### src/rtl/multdiv_pkg.sv
// rtl/multdiv_pkg.sv - shared state encodings, iteration constants and helpers for multdiv
package multdiv_pkg;

    typedef enum logic [1:0] {
        ST_IDLE = 2'd0,
        ST_RUN  = 2'd1,
        ST_DONE = 2'd2
    } state_t;

    localparam int ITERATIONS = 32;
    localparam int CNT_W      = 6;
    localparam logic [CNT_W-1:0] LAST_ITER = CNT_W'(ITERATIONS - 1);

    // Magnitude of a two's complement word; 0x80000000 maps to itself, read as unsigned 2^31.
    function automatic logic [31:0] abs32(input logic [31:0] v);
        return v[31] ? (~v + 32'd1) : v;
    endfunction

endpackage

### src/rtl/multdiv_counter_6.sv
// rtl/multdiv_counter_6.sv - 6-bit iteration counter with synchronous clear and enable
module counter_6
    import multdiv_pkg::*;
(
    input  logic             clk_i,
    input  logic             reset_i,
    input  logic             clr_i,
    input  logic             en_i,
    output logic [CNT_W-1:0] count_o
);

    logic [CNT_W-1:0] cnt_q;

    // Clear has priority over counting so a restart always begins from zero.
    always_ff @(posedge clk_i) begin
        if (reset_i || clr_i) begin
            cnt_q <= '0;
        end else if (en_i) begin
            cnt_q <= cnt_q + 1'b1;
        end
    end

    assign count_o = cnt_q;

endmodule

### src/rtl/multdiv.sv
// rtl/multdiv.sv - iterative 32-bit signed Booth multiplier / restoring divider
module multdiv
    import multdiv_pkg::*;
(
    input  logic        clock,
    input  logic        reset,
    input  logic [31:0] data_operandA,
    input  logic [31:0] data_operandB,
    input  logic        ctrl_MULT,
    input  logic        ctrl_DIV,
    output logic [31:0] data_result,
    output logic        data_exception,
    output logic        data_resultRDY,
    output logic        busy
);

    state_t           state_q;
    logic             op_mult_q;
    logic             neg_q;
    logic             div_zero_q;
    logic             div_ovf_q;
    // Accumulator / partial remainder; one guard bit above 32 so that
    // subtracting a multiplicand of -2^31 cannot overflow.
    logic [32:0]      acc_q;
    logic [31:0]      q_q;
    logic             qm1_q;
    logic [31:0]      m_q;
    logic [31:0]      result_q;
    logic             exc_q;
    logic             rdy_q;
    logic             busy_q;
    logic [CNT_W-1:0] iter_cnt;

    logic             start;
    logic [32:0]      booth_sum;
    logic [32:0]      rem_sh;
    logic [33:0]      trial;
    logic [32:0]      acc_d;
    logic [31:0]      q_d;
    logic             qm1_d;
    logic [63:0]      prod;
    logic [31:0]      res_d;
    logic             exc_d;

    assign start = ctrl_MULT | ctrl_DIV;

    counter_6 u_iter_cnt (
        .clk_i   (clock),
        .reset_i (reset),
        .clr_i   (start),
        .en_i    (state_q == ST_RUN),
        .count_o (iter_cnt)
    );

    // One iteration step of the active operation, plus the final result formed from that step.
    always_comb begin
        booth_sum = acc_q;
        rem_sh    = {acc_q[31:0], q_q[31]};
        trial     = {1'b0, rem_sh} - {2'b00, m_q};
        acc_d     = acc_q;
        q_d       = q_q;
        qm1_d     = qm1_q;
        prod      = '0;
        res_d     = '0;
        exc_d     = 1'b0;
        if (op_mult_q) begin
            case ({q_q[0], qm1_q})
                2'b01:   booth_sum = acc_q + {m_q[31], m_q};
                2'b10:   booth_sum = acc_q - {m_q[31], m_q};
                default: booth_sum = acc_q;
            endcase
            acc_d = {booth_sum[32], booth_sum[32:1]};
            q_d   = {booth_sum[0], q_q[31:1]};
            qm1_d = q_q[0];
            prod  = {acc_d[31:0], q_d};
            res_d = prod[31:0];
            exc_d = ~((&prod[63:31]) | ~(|prod[63:31]));
        end else begin
            if (!trial[33]) begin
                acc_d = trial[32:0];
                q_d   = {q_q[30:0], 1'b1};
            end else begin
                acc_d = rem_sh;
                q_d   = {q_q[30:0], 1'b0};
            end
            if (div_zero_q) begin
                res_d = '0;
            end else begin
                res_d = neg_q ? (~q_d + 32'd1) : q_d;
            end
            exc_d = div_zero_q | div_ovf_q;
        end
    end

    // Control FSM and datapath registers; a start edge in any state restarts the operation.
    always_ff @(posedge clock) begin
        if (reset) begin
            state_q    <= ST_IDLE;
            op_mult_q  <= 1'b0;
            neg_q      <= 1'b0;
            div_zero_q <= 1'b0;
            div_ovf_q  <= 1'b0;
            acc_q      <= '0;
            q_q        <= '0;
            qm1_q      <= 1'b0;
            m_q        <= '0;
            result_q   <= '0;
            exc_q      <= 1'b0;
            rdy_q      <= 1'b0;
            busy_q     <= 1'b0;
        end else if (start) begin
            state_q    <= ST_RUN;
            op_mult_q  <= ctrl_MULT;
            busy_q     <= 1'b1;
            rdy_q      <= 1'b0;
            acc_q      <= '0;
            qm1_q      <= 1'b0;
            neg_q      <= data_operandA[31] ^ data_operandB[31];
            div_zero_q <= (data_operandB == 32'h0);
            div_ovf_q  <= (data_operandA == 32'h8000_0000) && (data_operandB == 32'hFFFF_FFFF);
            if (ctrl_MULT) begin
                q_q <= data_operandB;
                m_q <= data_operandA;
            end else begin
                q_q <= abs32(data_operandA);
                m_q <= abs32(data_operandB);
            end
        end else begin
            case (state_q)
                ST_RUN: begin
                    acc_q <= acc_d;
                    q_q   <= q_d;
                    qm1_q <= qm1_d;
                    if (iter_cnt == LAST_ITER) begin
                        state_q  <= ST_DONE;
                        busy_q   <= 1'b0;
                        rdy_q    <= 1'b1;
                        result_q <= res_d;
                        exc_q    <= exc_d;
                    end
                end
                ST_DONE: begin
                    state_q <= ST_IDLE;
                    rdy_q   <= 1'b0;
                end
                default: begin
                    state_q <= ST_IDLE;
                    rdy_q   <= 1'b0;
                    busy_q  <= 1'b0;
                end
            endcase
        end
    end

    assign data_result    = result_q;
    assign data_exception = exc_q;
    assign data_resultRDY = rdy_q;
    assign busy           = busy_q;

endmodule

### config.mk
export PLATFORM = sky130hd
export DESIGN_NAME = multdiv
export DESIGN_NICKNAME = d
export VERILOG_FILES = /design/src/rtl/multdiv_pkg.sv /design/src/rtl/multdiv_counter_6.sv /design/src/rtl/multdiv.sv
export SDC_FILE = /design/constraint.sdc
export NUM_CORES = 1
export LEC_CHECK = 0
export BUFFER_PORTS_ARGS = -buffer_cell sky130_fd_sc_hd__buf_4
export CAP_MARGIN = 5
export CORE_MARGIN = 5
export CORE_UTILIZATION = 31
export CTS_BUF_LIST = sky130_fd_sc_hd__clkbuf_4
export CTS_CLUSTER_SIZE = 30
export DETAILED_ROUTE_END_ITERATION = 6
export GPL_TIMING_DRIVEN = 0
export PLACE_DENSITY = 0.56
export SYNTH_ARGS = -nofsm -noshare
export SYNTH_HDL_FRONTEND = slang
export SYNTH_HIERARCHICAL = 1
export SYNTH_SLANG_ARGS = --single-unit
export TNS_END_PERCENT = 30
### constraint.sdc
create_clock -name clock -period 5.35 [get_ports clock]
set_clock_uncertainty 0.15 [all_clocks]
set_input_delay 1.07 -clock clock [delete_from_list [all_inputs] [get_ports clock]]
set_output_delay 1.07 -clock clock [all_outputs]
set_load 0.02 [all_outputs]
### After elaboration in Yosys (flattened, before gate mapping)

Cells that the tools add are included.

* register bits: 144
* output and inout port bits: 35
* logic and storage cells: 75

* add/subtract/negate cells: 7
* equality and inequality tests: 9
* multiplexer cells: 23
* bitwise gates (word level): 11
* reduce and logical (&&, ||, !) cells: 11

Operator list (number)
* $mux W32: 11
* $mux W33: 3
* $add A32 B1 Y32 const B: 3
* $not A32 Y32: 3
* $pmux W33 S2: 1
* $eq A32 B32 Y1 const B: 2
* $sub A33 B32 Y34: 1
* $add A33 B33 Y33: 1
* $reduce_and A33 Y1: 1
* $reduce_or A33 Y1: 1
* $sub A33 B33 Y33: 1
* $logic_not A32 Y1: 1
* $mux W1: 7
* $add A6 B1 Y6 const B: 1
* $eq A6 B5 Y1 const B: 1
* $eq A2 B1 Y1 const B: 2
* $eq A2 B2 Y1 const B: 2
* $not A1 Y1: 4
* $reduce_and A2 Y1: 2
* $ne A3 B2 Y1 const B: 1
* $or A1 B1 Y1: 3
* $reduce_and A3 Y1: 1
* $reduce_or A3 Y1: 1
* $ne A2 B1 Y1 const B: 1
* 6 further kinds: 6

### Depth between registers and ports, before layout

Gate-level depths: netlist of the first run.

* word-level depth: 8
* gate-level depth with buffers: 21

### By module

Netlist of the first run, hierarchy kept.

Modules (own cells, without submodules)
* multdiv: instances 1, cells an instance 1934, area an instance 13751.9 µm²
* counter_6: instances 1, cells an instance 26, area an instance 249.0 µm²

### Least setup slack after synthesis of the first run

OpenSTA, ideal clock, no wires.

* kind: flip-flop to flip-flop
* start point: register m_q[11]
* end point: register exc_q (netlist: data_exception)
* data arrival time: 4.441 ns
* data required time: 5.075 ns
* slack: 0.634 ns
* stages on the path, launching flop included: 16
* path buffers: 0
* period minus slack after synthesis: 4.716 ns
* cell sequence: dfxtp_1 -> or4_1 -> or3_4 -> nor3_1 -> a41oi_1 -> xnor2_1 -> ha_1 -> nand2_1 -> o21ai_0 -> or4_1 -> o211ai_2 -> a311o_1 -> or4_1 -> or4_1 -> o311ai_1 -> nand2_1

* longest elaborated chain between the ends: 8

RTL lines
* from (decl): RTL line multdiv.sv:27 `logic [31:0] m_q;`
* from (signal assigned): RTL line multdiv.sv:123 `m_q <= data_operandA;`
* from (signal assigned): RTL line multdiv.sv:126 `m_q <= abs32(data_operandB);`
* $sub A33 B33 Y33 / $add A33 B33 Y33 (equally long branches): RTL line multdiv.sv:69, multdiv.sv:68
* $pmux W33 S2 *: RTL line multdiv.sv:67 `case ({q_q[0], qm1_q})`
* $mux W33 *: RTL line multdiv.sv:66 `if (op_mult_q) begin`
* $reduce_or A33 Y1: RTL line multdiv.sv:77 `exc_d = ~((&prod[63:31]) | ~(|prod[63:31]));`
* $not A1 Y1: RTL line multdiv.sv:77
* $or A1 B1 Y1 *: RTL line multdiv.sv:77
* $not A1 Y1 *: RTL line multdiv.sv:77
* $mux W1 *: RTL line multdiv.sv:66
* to (signal assigned): RTL line multdiv.sv:108 `exc_q <= 1'b0;`
* to (signal assigned): RTL line multdiv.sv:139 `exc_q <= exc_d;`
* to (decl): RTL line multdiv.sv:29 `logic exc_q;`

Every way passes the cells marked *; elsewhere a longest branch is shown, timed or not. The select of a mux whose other input is x is not followed.
A chain may end at the register's enable or synchronous reset.

### Final worst setup path of the first run

* start point: register m_q[13]
* end point: register exc_q (netlist: data_exception)

Same word-level chain as after synthesis.

==> metrics.log, run 1 <==
[metrics] Setup-failing EPs final: 0
[metrics] Yosys cell types: just under 90
[metrics] dominant cell type by count on the critical path: or4_1
[metrics] number of vias in the routed layout: ~16000
[metrics] post-route worst hold slack: ~0.35 ns
[metrics] Async SR Flop Fraction: 0
[metrics] final hold violation count: 0
[metrics] initial cell density of the core: 0.3152
[metrics] average wire length per cell after detail routing: 22.55 um
[metrics] cell area after technology mapping: between 0.01 and 0.015 mm2
[metrics] clock slew at the register clock pins of the worst setup and hold paths: roughly 0.15 ns
[metrics] worst reg-to-reg path cell count: 16
[metrics] Buffers & Inverters on Critical Path: 0
[metrics] main flop type after synthesis: dfxtp_1
[metrics] die area: 0.04952 mm2
[metrics] utilization after layout: 0.3586
[metrics] cells traversed along the worst timing path: or4_1, or3_4, nor3_4, a31oi_1, xnor2_1, ha_1, a21oi_1, o21ai_1, nand2b_1, o211ai_1, o211ai_2, a311o_1, or4_1, or4_1, o311ai_1, nand2_1
[metrics] Clk network pwr share: 0.236
[metrics] Worst Tran Pin Value: approximately 1.1 ns
[metrics] via count of the first global-routing pass: 15050
[metrics] clock buffer depth: 2
[metrics] net switching component of the power: around 1.4 mW
[metrics] number of levels the H-tree was split into: 4
[metrics] HP Class: reg -> reg
[metrics] standby leakage power: 5.958 nW
[metrics] count of yosys warnings during synthesis: 6
[metrics] Synthesized Nets: roughly 2100
[metrics] arrival time worst endpoint: between 5 and 6 ns
[metrics] First DRT Iteration DRCs: 1504
[metrics] Area Growth Syn to Fin: 13.75%
[metrics] final routed DRC violation total: 0
[metrics] number of fillers in the final layout: roughly 4800
[metrics] path length in cells of the critical path: 16
[metrics] combinational share of power: 0.395
[metrics] clock latency reported for the late side of the worst-skew pair: roughly 0.64 ns
[metrics] x dimension of the die: about 220 um
[metrics] run status: finished, final reports clean
[metrics] Relative slew margins: 0.2320
[metrics] port bufs: 99
[metrics] fraction of final layout cells with drive strength greater than 1: 0.08969
[metrics] Setup crit start kind: register
[metrics] EDFF count, synth: 0
[metrics] topmost layer with routed signal wires: met4
[metrics] Max Clk Rate: 0.1881 GHz
[metrics] via density per instance: ~6.0
[metrics] global-route wire length before repair: 91.12 mm
[metrics] Synth Instances: 1960
[metrics] Internal Dissipation: approximately 1.8 mW
[metrics] number of antenna violations at the first check in global routing: 1
[metrics] Final Max Tran Viols: 0
[metrics] cell area power density: between 200 and 250 mW/mm2
[metrics] maximum number of pins on one net before global-route repair: 17
[metrics] global placement routability congestion: just under 1
[metrics] Detailed Routing Iterations Pass 1: 7
[metrics] detailed route wirelength on metal2: around 28 mm
[metrics] Routed Wire Length: a little over 60 mm
[metrics] Sinks on Clock Net: approximately 140
[metrics] TritonCTS clock tree: yes
[metrics] number of synthesized register bits: roughly 140
[metrics] sequential share of power: 0.369
[metrics] met3 wire length: roughly 4.0 mm
[metrics] worst setup path start: m_q[13]$_SDFFE_PP0N_
[metrics] residual antenna-violating net count after detailed routing: 0
[metrics] Overflow after GRT: 0
[metrics] mean cell area of the mapped netlist: 7.143 um2
[metrics] Metal-1 WL: 26.03 mm
[metrics] RSZ-0062 raised after global routing: yes
[metrics] worst hold stages: 2
[metrics] Largest delay share family, worst path: simple AND/OR/NAND/NOR gates
[metrics] main area contributors after synthesis: dfxtp_1, nor2_1, a21oi_1, ha_1, a211oi_1
[metrics] std cell rows: 77
[metrics] critical path peak fanout: 7
[metrics] sequential fraction of the synthesis area: 0.2059
[metrics] Inserted Clock Buffers: 17
[metrics] peak supply drop: roughly 140 uV
[metrics] portion of synthesized cell area occupied by the leading cell type: 0.2059
[metrics] clock root cell: clkbuf_4
[metrics] post-route clock period utilization: 0.9938
[metrics] setup TNS after final layout: 0 ns
[metrics] Worst Setup Path Type: reg -> reg
[metrics] start point of the worst min-delay path: data_result[26]$_SDFFE_PP0P_
[metrics] Final min period: ~5.3 ns
[metrics] reported max-cap violation count: 0
[metrics] num ports: 103
[metrics] max incr delay on CP: 0.57 ns
[metrics] Final Net Count: 2224
[metrics] overall fraction of global-route tracks in use: 0.2321
[metrics] Worst setup EP type: register
[metrics] beginning of the worst register-to-register path: m_q[13]$_SDFFE_PP0N_
[metrics] Detailed Place HPWL: 48.15 mm
[metrics] die extent in y: 222.5 um
[metrics] Placeable Area: approximately 0.044 mm2
[metrics] switching part of the total power: 0.4348
[metrics] most used standard cells in the synthesized netlist: nor2_1, a21oi_1, dfxtp_1
[metrics] most frequently used cell type in the post-synthesis netlist: nor2_1
[metrics] required time of the worst setup path: about 5.7 ns
[metrics] slowest CP cell: or4_1
[metrics] Yosys top cell by area: dfxtp_1
## cells by family after synthesis
logic type               after synthesis  share of synthesized area
AO/OA/AOI/OAI                        657                     0.3146
XOR/XNOR                             141                    0.08820
adder cells (fa/ha/maj)               73                    0.06631
buffers and inverters                214                    0.05844
flip-flops                           144                     0.2059
multiplexers                          42                    0.03029
AND/OR/NAND/NOR                      689                     0.2363
## cell usage in the layout, fill, tap and decap left out, types with 19 or more instances in the layout
master | Yosys | routed
a211oi_1 | 101 | 100
a21o_1 | 26 | 26
a21oi_1 | 187 | 186
a221oi_1 | 33 | 32
a31oi_1 | 23 | 23
and3_1 | 20 | 20
buf_4 | 0 | 105
clkbuf_1 | 128 | 125
dfxtp_1 | 144 | 141
ha_1 | 71 | 70
inv_1 | 67 | 67
mux2i_1 | 39 | 39
nand2_1 | 142 | 142
nand3_1 | 40 | 40
nand4_1 | 28 | 28
nor2_1 | 257 | 257
nor3_1 | 63 | 61
nor4_1 | 23 | 23
o211ai_1 | 19 | 19
o21ai_0 | 90 | 89
o21ai_1 | 19 | 20
o31ai_1 | 28 | 27
or3_1 | 20 | 20
xnor2_1 | 67 | 63
xor2_1 | 74 | 74
## metrics by stage
step | setup WS [ns] | power, mW | cell area [um2] | instances
after CTS | 0.01102 | 3.173 | 15840 | 2685
after global placement | -0.2439 | 2.404 | 15480 | 2651
after global routing | -0.1384 | 3.359 | 15930 | 2689
after floorplan | 0.6344 | 1.998 | 14000 | 1960
final | 0.03293 | 3.197 | 15930 | 2689
after detailed placement | -0.2939 | 2.415 | 15480 | 2651
## worst paths after layout
check / end / slack, ns
hold / removal: data_result[26]$_SDFFE_PP0P_ / 0.35
setup / recovery: data_exception$_SDFFE_PP0P_ / 0.03
hold reg to reg: data_result[26]$_SDFFE_PP0P_ / 0.35
setup reg to reg: data_exception$_SDFFE_PP0P_ / 0.03
## layout make-up
class | instances | area, um2 | share of cell area
Inverter | 70 | 262.8 | 0.01650
Clock buffer | 17 | 127.6 | 0.008013
Clock inverter | 15 | 163.9 | 0.01029
Buffer | 143 | 556.8 | 0.03496
Sequential cell | 144 | 2887 | 0.1812
Timing Repair Buffer | 105 | 788.3 | 0.04949
Tap cell | 592 | 740.7 | 0.04651
Antenna cell | 1 | 2.502 | 0.0001571
Multi-Input combinational cell | 1602 | 10400 | 0.6528
## sequential cells by signal, indices dropped and copies added (netlist names), 6 cells and up
signal,flops
u_iter_cnt/count_o,6
q_q,32
m_q,32
data_result,32
acc_q,33
## power groups by stage
stage | Combinational, mW | Sequential [mW] | Clock, mW
3_3_place_gp | 1.21 | 1.20 | 0
2_1_floorplan | 0.826 | 1.17 | 0
6_report | 1.26 | 1.18 | 0.754
4_1_cts | 1.23 | 1.17 | 0.769
5_1_grt | 1.36 | 1.18 | 0.813
3_5_place_dp | 1.22 | 1.20 | 0
## worst register-to-register path: cells and delay by family (launching register included)
| family | cells | cell delay, ns |
|---|---|---|
| compound gates | 7 | 1.47 |
| xor+xnor | 1 | 0.39 |
| fa+ha+maj | 1 | 0.38 |
| flops | 1 | 0.42 |
| simple gates | 7 | 2.41 |
## repair_timing
action | 4_1_cts | 5_1_grt
setup buffers | 2 | 4
gates resized for setup | 10 | 17
hold buffers | 0 | 0
endpoints found under the setup margin | 3 | 14
pin swaps | 3 | 3
## metal layers
metal | track usage | vias to the layer above
met3 | 0.02917 | 137
met5 | 0 | -
met1 | 0.3069 | 7714
met2 | 0.3886 | 735
met4 | 0.08478 | 0
li1 | - | 7523
Note: power is estimated with default switching activity, not from simulation.
==> inputs of run 2 (changes only) <==
--- a/config.mk
+++ b/config.mk
@@ -14,6 +14,7 @@
 export DETAILED_ROUTE_END_ITERATION = 6
 export GPL_TIMING_DRIVEN = 0
 export PLACE_DENSITY = 0.56
+export REMOVE_ABC_BUFFERS = 1
 export SYNTH_ARGS = -nofsm -noshare
 export SYNTH_HDL_FRONTEND = slang
 export SYNTH_HIERARCHICAL = 1
==> metrics.log, run 2 (synthesis gave the netlist of run 1 again) <==
[metrics] max FFs per register: 33 (unchanged)
[metrics] post-route clock period utilization: 0.9753 (-0.01857)
[metrics] arrival time worst endpoint: 5.56 ns (-0.14 ns)
[metrics] Clk network pwr share: 0.266 (+0.030)
[metrics] run status: finished, final reports clean
[metrics] x dimension of the die: 222.5 um (unchanged)
[metrics] cell area power density: 204.6 mW/mm2 (+1.9%)
[metrics] sequential share of power: 0.378 (+0.009)
[metrics] largest register by flop count: acc_q
[metrics] clock latency reported for the late side of the worst-skew pair: 0.61 ns (-0.03 ns)
[metrics] number of vias in the routed layout: 14990 (-7.0%)
[metrics] clock slew at the register clock pins of the worst setup and hold paths: 0.13 ns (-0.02 ns)
[metrics] initial cell density of the core: 0.3152 (unchanged)
[metrics] Detailed Place HPWL: 36.00 mm (-25%)
[metrics] Worst Tran Pin Value: 1.321 ns (+0.1732 ns)
[metrics] Routed Wire Length: 50.24 mm (-17%)
[metrics] Max Clk Rate: 0.1917 GHz (+1.9%)
[metrics] Overflow after GRT: 0 (unchanged)
[metrics] Post-CTS Hold Buffers: 0 (unchanged)
[metrics] std cell rows: 77 (unchanged)
[metrics] global-route wire length before repair: 77.96 mm (-14%)
[metrics] clock buffer depth: 2 (unchanged)
[metrics] combinational share of power: 0.356 (-0.039)
[metrics] standby leakage power: 5.910 nW (-0.81%)
[metrics] Relative slew margins: 0.1161 (-0.1159)
[metrics] Setup-failing EPs final: 0 (unchanged)
[metrics] RSZ-0062 raised after global routing: yes
[metrics] overall fraction of global-route tracks in use: 0.1911 (-0.04095)
[metrics] Worst Setup Path Type: reg -> reg
[metrics] First DRT Iteration DRCs: 1030 (-32%)
[metrics] Inserted Clock Buffers: 17 (unchanged)
[metrics] clock root cell: clkbuf_4
[metrics] post-route worst hold slack: 0.3503 ns (-0.002154 ns)
[metrics] setup slack after layout: 0.1323 ns (+0.09934 ns)
[metrics] Final min period: 5.218 ns (-0.09934 ns)
[metrics] num ports: 103 (unchanged)
[metrics] Setup crit start kind: register
[metrics] net switching component of the power: 1.234 mW (-11%)
[metrics] die extent in y: 222.5 um (unchanged)
[metrics] leading cell type in the layout, fill and taps excluded: nor2_1
[metrics] die area: 0.04952 mm2 (unchanged)
[metrics] commonest non-fill, non-tap cells in the layout: nor2_1, a21oi_1, nand2_1
[metrics] TritonCTS clock tree: yes
[metrics] final hold violation count: 0 (unchanged)
[metrics] Final Net Count: 2099 (-5.6%)
[metrics] maximum number of pins on one net before global-route repair: 129 (+112)
[metrics] switching part of the total power: 0.3852 (-0.04958)
[metrics] via density per instance: 5.846 (-2.4%)
[metrics] number of fillers in the final layout: 4697 (-2.5%)
[metrics] non-filler cells in the finished layout: 2564 (-4.6%)
[metrics] residual antenna-violating net count after detailed routing: 0 (unchanged)
[metrics] Area Growth Syn to Fin: 11.82%
[metrics] average wire length per cell after detail routing: 19.59 um (-13%)
[metrics] via count of the first global-routing pass: 14070 (-6.5%)
[metrics] Sinks on Clock Net: 144 (unchanged)
[metrics] Final Max Tran Viols: 0 (unchanged)
[metrics] Internal Dissipation: 1.969 mW (+9.0%)
[metrics] reported max-cap violation count: 0 (unchanged)
[metrics] number of levels the H-tree was split into: 4 (unchanged)
[metrics] final routed DRC violation total: 0 (unchanged)
[metrics] Detailed Routing Iterations Pass 1: 6 (-1)
[metrics] required time of the worst setup path: 5.69 ns (-0.04 ns)
[metrics] port bufs: 102 (+3.0%)
[metrics] peak supply drop: 109.9 uV (-23%)
[metrics] # placed instances: 2518 (-5.0%)
[metrics] number of antenna violations at the first check in global routing: 1 (unchanged)
[metrics] Placeable Area: 0.04441 mm2 (unchanged)
[metrics] fraction of final layout cells with drive strength greater than 1: 0.1035 (+0.01381)
[metrics] HP Class: reg -> reg
[metrics] pre-CTS setup slack: -1.385 ns (-1.091 ns)
[metrics] Worst setup EP type: register
[metrics] critical path peak fanout: 7 (unchanged)
[metrics] global placement routability congestion: 0.8956 (-8.2%)
run 2: what timing repair did:
| item | 4_1_cts | 5_1_grt |
|---|---|---|
| setup endpoints to repair | 55 | 10 |
| buffers inserted | 2 | 7 |
| pin swaps | 2 | 6 |
| endpoints found under the hold margin | 0 | 0 |
| cloned | 1 | 2 |
| gates resized for setup | 10 | 23 |
run 2: final timing paths:
kind	start	endpoint	slack, ns	depth (start not counted)
min	u_iter_cnt/count_o[5]$_SDFFE_PP0P_	u_iter_cnt/count_o[5]$_SDFFE_PP0P_	0.35	2
min reg2reg	u_iter_cnt/count_o[5]$_SDFFE_PP0P_	u_iter_cnt/count_o[5]$_SDFFE_PP0P_	0.35	2
max	m_q[11]$_SDFFE_PP0N_	data_exception$_SDFFE_PP0P_	0.13	16
max reg2reg	m_q[11]$_SDFFE_PP0N_	data_exception$_SDFFE_PP0P_	0.13	16
run 2: worst max-delay path, stage by stage (launching register included):
cell	delay, ns
dfxtp_4	0.40
or4_1	0.58
or3_4	0.39
nor3_4	0.20
a31oi_1	0.13
xnor2_1	0.33
ha_1	0.36
a21oi_2	0.20
o21ai_2	0.13
nand2b_1	0.19
o211ai_1	0.11
o211ai_2	0.12
a311o_1	0.39
or4_1	0.51
or4_1	0.46
o311ai_1	0.34
nand2_1	0.11
run 2: cell type report:
cell class	count	area, um2	area share
Multi-Input combinational cell	1603	10440	0.6667
Clock buffer	18	135.1	0.008631
Inverter	70	275.3	0.01758
Tap cell	592	740.7	0.04731
Sequential cell	144	2894	0.1848
Timing Repair inverter	2	17.52	0.001119
Clock inverter	14	195.2	0.01247
Timing Repair Buffer	120	957.2	0.06114
Antenna cell	1	2.502	0.0001598
run 2: stage by stage:
stage	area, um2	total power, mW	util	setup TNS (ns)
finish	15660	3.203	0.3525	0
global route	15660	3.384	0.3525	-0.08178
CTS	15460	3.181	0.3481	0
detailed placement	15070	2.312	0.3393	-23.77
global placement	14950	2.299	0.3366	-145.56
floorplan	13450	1.940	-	-1.517
run 2: layer usage:
layer  vias to the layer above  GRT usage  routed length (um)
met2                       427     0.3248               23860
li1                       7278          -                   -
met3                        67    0.02296                2557
met5                         -          0                   0
met4                         0    0.06304                1417
met1                      7217     0.2522               22400
run 2: power by group through the flow:
stage / clock network (mW) / registers (mW) / logic, mW
after detailed placement: 0 / 1.23 / 1.08
after floorplan: 0 / 1.20 / 0.738
after global placement: 0 / 1.23 / 1.06
after global routing: 0.914 / 1.22 / 1.25
final: 0.853 / 1.21 / 1.14
after CTS: 0.874 / 1.21 / 1.10
==> inputs of run 3 (changes only) <==
--- a/config.mk
+++ b/config.mk
@@ -13,7 +13,6 @@
 export CTS_CLUSTER_SIZE = 30
 export DETAILED_ROUTE_END_ITERATION = 6
 export GPL_TIMING_DRIVEN = 0
-export PLACE_DENSITY = 0.56
 export REMOVE_ABC_BUFFERS = 1
 export SYNTH_ARGS = -nofsm -noshare
 export SYNTH_HDL_FRONTEND = slang
==> metrics.log, run 3 (synthesis gave the netlist of run 1 again) <==
[metrics] required time of the worst setup path: 5.69 ns (about the same)
[metrics] Inserted Clock Buffers: 17 (unchanged)
[metrics] x dimension of the die: 222.5 um (unchanged)
[metrics] max incr delay on CP: 0.52 ns (-0.06 ns)
[metrics] RSZ-0062 raised after global routing: no
[metrics] Worst Tran Pin Value: 1.380 ns (+0.05886 ns)
[metrics] via count of the first global-routing pass: 14370 (+2.1%)
[metrics] critical path peak fanout: 7 (unchanged)
[metrics] number of fillers in the final layout: 4689 (-0.17%)
[metrics] Sinks on Clock Net: 144 (unchanged)
[metrics] Worst Setup Path Type: reg -> reg
[metrics] post-route worst hold slack: 0.3489 ns (-0.001401 ns)
[metrics] via density per instance: 5.867 (+0.36%)
[metrics] number of levels the H-tree was split into: 4 (unchanged)
[metrics] cells traversed along the worst timing path: nor4_1, nand4_1, buf_4, nor4_1, nor2_1, xnor2_1, ha_1, a21oi_2, o21ai_0, o31ai_4, o211ai_2, a311o_1, or4_1, or4_1, o311ai_1, nand2_1
[metrics] r2r setup slk: 0.23 ns (+0.10 ns)
[metrics] maximum number of pins on one net before global-route repair: 129 (unchanged)
[metrics] Setup-failing EPs final: 0 (unchanged)
[metrics] Final Max Tran Viols: 0 (unchanged)
[metrics] standby leakage power: 5.851 nW (-0.99%)
[metrics] post-route clock period utilization: 0.9573 (-0.01802)
[metrics] # placed instances: 2517 (-0.040%)
[metrics] endpoint of the worst register-to-register path: data_exception$_SDFFE_PP0P_
[metrics] overall fraction of global-route tracks in use: 0.1898 (-0.001336)
[metrics] clock buffer depth: 2 (unchanged)
[metrics] reported max-cap violation count: 0 (unchanged)
[metrics] Routed Wire Length: 49.41 mm (-1.6%)
[metrics] run status: finished, final reports clean
[metrics] First DRT Iteration DRCs: 1347 (+31%)
[metrics] max FFs per register: 33 (unchanged)
[metrics] number of antenna violations at the first check in global routing: 1 (unchanged)
[metrics] non-filler cells in the finished layout: 2565 (+0.039%)
[metrics] worst hold stages: 2 (unchanged)
[metrics] start point of the worst min-delay path: data_result[30]$_SDFFE_PP0P_
[metrics] Placeable Area: 0.04441 mm2 (unchanged)
[metrics] setup TNS after final layout: 0 ns (unchanged)
[metrics] leading cell type in the layout, fill and taps excluded: nor2_1
[metrics] Detailed Place HPWL: 35.57 mm (-1.2%)
[metrics] final hold violation count: 0 (unchanged)
[metrics] Area Growth Syn to Fin: 11.29%
[metrics] global-route wire length before repair: 78.40 mm (+0.57%)
[metrics] residual antenna-violating net count after detailed routing: 0 (unchanged)
[metrics] beginning of the worst register-to-register path: m_q[7]$_SDFFE_PP0N_
[metrics] commonest non-fill, non-tap cells in the layout: nor2_1, a21oi_1, nand2_1
[metrics] worst reg-to-reg path cell count: 16 (unchanged)
[metrics] global placement routability congestion: 0.8926 (-0.33%)
[metrics] HP Class: reg -> reg
[metrics] destination of the worst hold path: data_result[30]$_SDFFE_PP0P_
[metrics] initial cell density of the core: 0.3152 (unchanged)
[metrics] pre-CTS setup slack: -1.231 ns (+0.1540 ns)
[metrics] num ports: 103 (unchanged)
[metrics] Max Clk Rate: 0.1953 GHz (+1.9%)
[metrics] largest register by flop count: acc_q
[metrics] Final min period: 5.121 ns (-0.09640 ns)
[metrics] fraction of final layout cells with drive strength greater than 1: 0.1029 (-0.0005596)
[metrics] die area: 0.04952 mm2 (unchanged)
[metrics] Final Net Count: 2100 (+0.048%)
[metrics] cell area power density: 196.3 mW/mm2 (-4.1%)
[metrics] Worst setup EP type: register
[metrics] number of vias in the routed layout: 15050 (+0.40%)
[metrics] peak supply drop: 147.3 uV (+34%)
[metrics] clock root cell: clkbuf_4
[metrics] slowest CP cell: or4_1
[metrics] worst setup path start: m_q[7]$_SDFFE_PP0N_
[metrics] TritonCTS clock tree: yes
[metrics] std cell rows: 77 (unchanged)
[metrics] Setup crit start kind: register
[metrics] average wire length per cell after detail routing: 19.26 um (-1.7%)
[metrics] clock latency reported for the late side of the worst-skew pair: 0.60 ns (about the same)
[metrics] Relative slew margins: 0.07669 (-0.03938)
[metrics] clock slew at the register clock pins of the worst setup and hold paths: 0.15 ns (+0.02 ns)
[metrics] setup slack after layout: 0.2287 ns (+0.09640 ns)
[metrics] die extent in y: 222.5 um (unchanged)
[metrics] arrival time worst endpoint: 5.46 ns (-0.10 ns)
[metrics] Overflow after GRT: 0 (unchanged)
[metrics] Detailed Routing Iterations Pass 1: 5 (-1)
[metrics] final routed DRC violation total: 0 (unchanged)
[metrics] port bufs: 102 (unchanged)
run 3: cell types whose count changed in the layout (fill, tap and decap cells not counted), moves of 2 or more:
| cell | previous run | this run |
|---|---|---|
| clkinvlp_4 | 0 | 4 |
| bufinv_16 | 5 | 2 |
| a21oi_2 | 4 | 6 |
| buf_4 | 115 | 117 |
| clkinv_1 | 4 | 6 |
| clkinv_2 | 5 | 3 |
| xnor2_1 | 63 | 65 |
| xnor2_2 | 4 | 2 |
run 3: critical path, delay by kind of cell (launching register included):
family,cells,cell delay [ns]
AO/OA/AOI/OAI,6,1.78
flip-flops,1,0.41
XOR/XNOR,1,0.28
buffers and inverters,1,0.19
AND/OR/NAND/NOR,7,1.85
adder cells (fa/ha/maj),1,0.37
run 3: what timing repair did:
item	CTS	global route
hold buffers	0	0
endpoints found under the hold margin	0	0
setup endpoints to repair	46	12
resized for setup	5	24
cloned	1	2
pin swaps	2	8
buffers inserted	2	9
run 3: layout make-up:
type / count / area [um2] / share of cell area
Antenna cell: 1 / 2.502 / 0.0001606
Clock buffer: 18 / 135.1 / 0.008673
Clock inverter: 14 / 123.9 / 0.007950
Inverter: 70 / 275.3 / 0.01767
Multi-Input combinational cell: 1603 / 10430 / 0.6692
Sequential cell: 144 / 2890 / 0.1855
Tap cell: 592 / 740.7 / 0.04754
Timing Repair Buffer: 121 / 968.4 / 0.06215
Timing Repair inverter: 2 / 17.52 / 0.001124
run 3: power breakdown:
| part | internal (mW) | total, mW | switching (mW) |
|---|---|---|---|
| logic | 0.440 | 1.14 | 0.703 |
| registers | 1.11 | 1.21 | 0.0933 |
| clock network | 0.271 | 0.708 | 0.437 |
| total | 1.83 | 3.06 | 1.23 |
run 3: metrics by stage:
stage | area (um2) | utilization | power (mW)
after detailed placement | 15070 | 0.3392 | 2.310
after global placement | 14950 | 0.3366 | 2.289
after CTS | 15370 | 0.3460 | 3.020
final | 15580 | 0.3508 | 3.058
after global routing | 15580 | 0.3508 | 3.236
after floorplan | 13450 | - | 1.940
run 3: worst max path at each step:
stage / to / slack, ns
final: data_exception$_SDFFE_PP0P_ / 0.23
after global routing: acc_q[32]$_SDFFE_PP0P_ / 0.008
after CTS: data_exception$_SDFFE_PP0P_ / 0.001
after detailed placement: data_result[30]$_SDFFE_PP0P_ / -1.23
after global placement: data_exception$_SDFFE_PP0P_ / -5.64
after floorplan: data_exception$_SDFFE_PP0P_ / -1.27
run 3: routing by layer:
layer	track usage	wire, um
met3	0.02376	2860
met2	0.3209	23240
met4	0.06383	1529
met1	0.2507	21780
met5	0	0
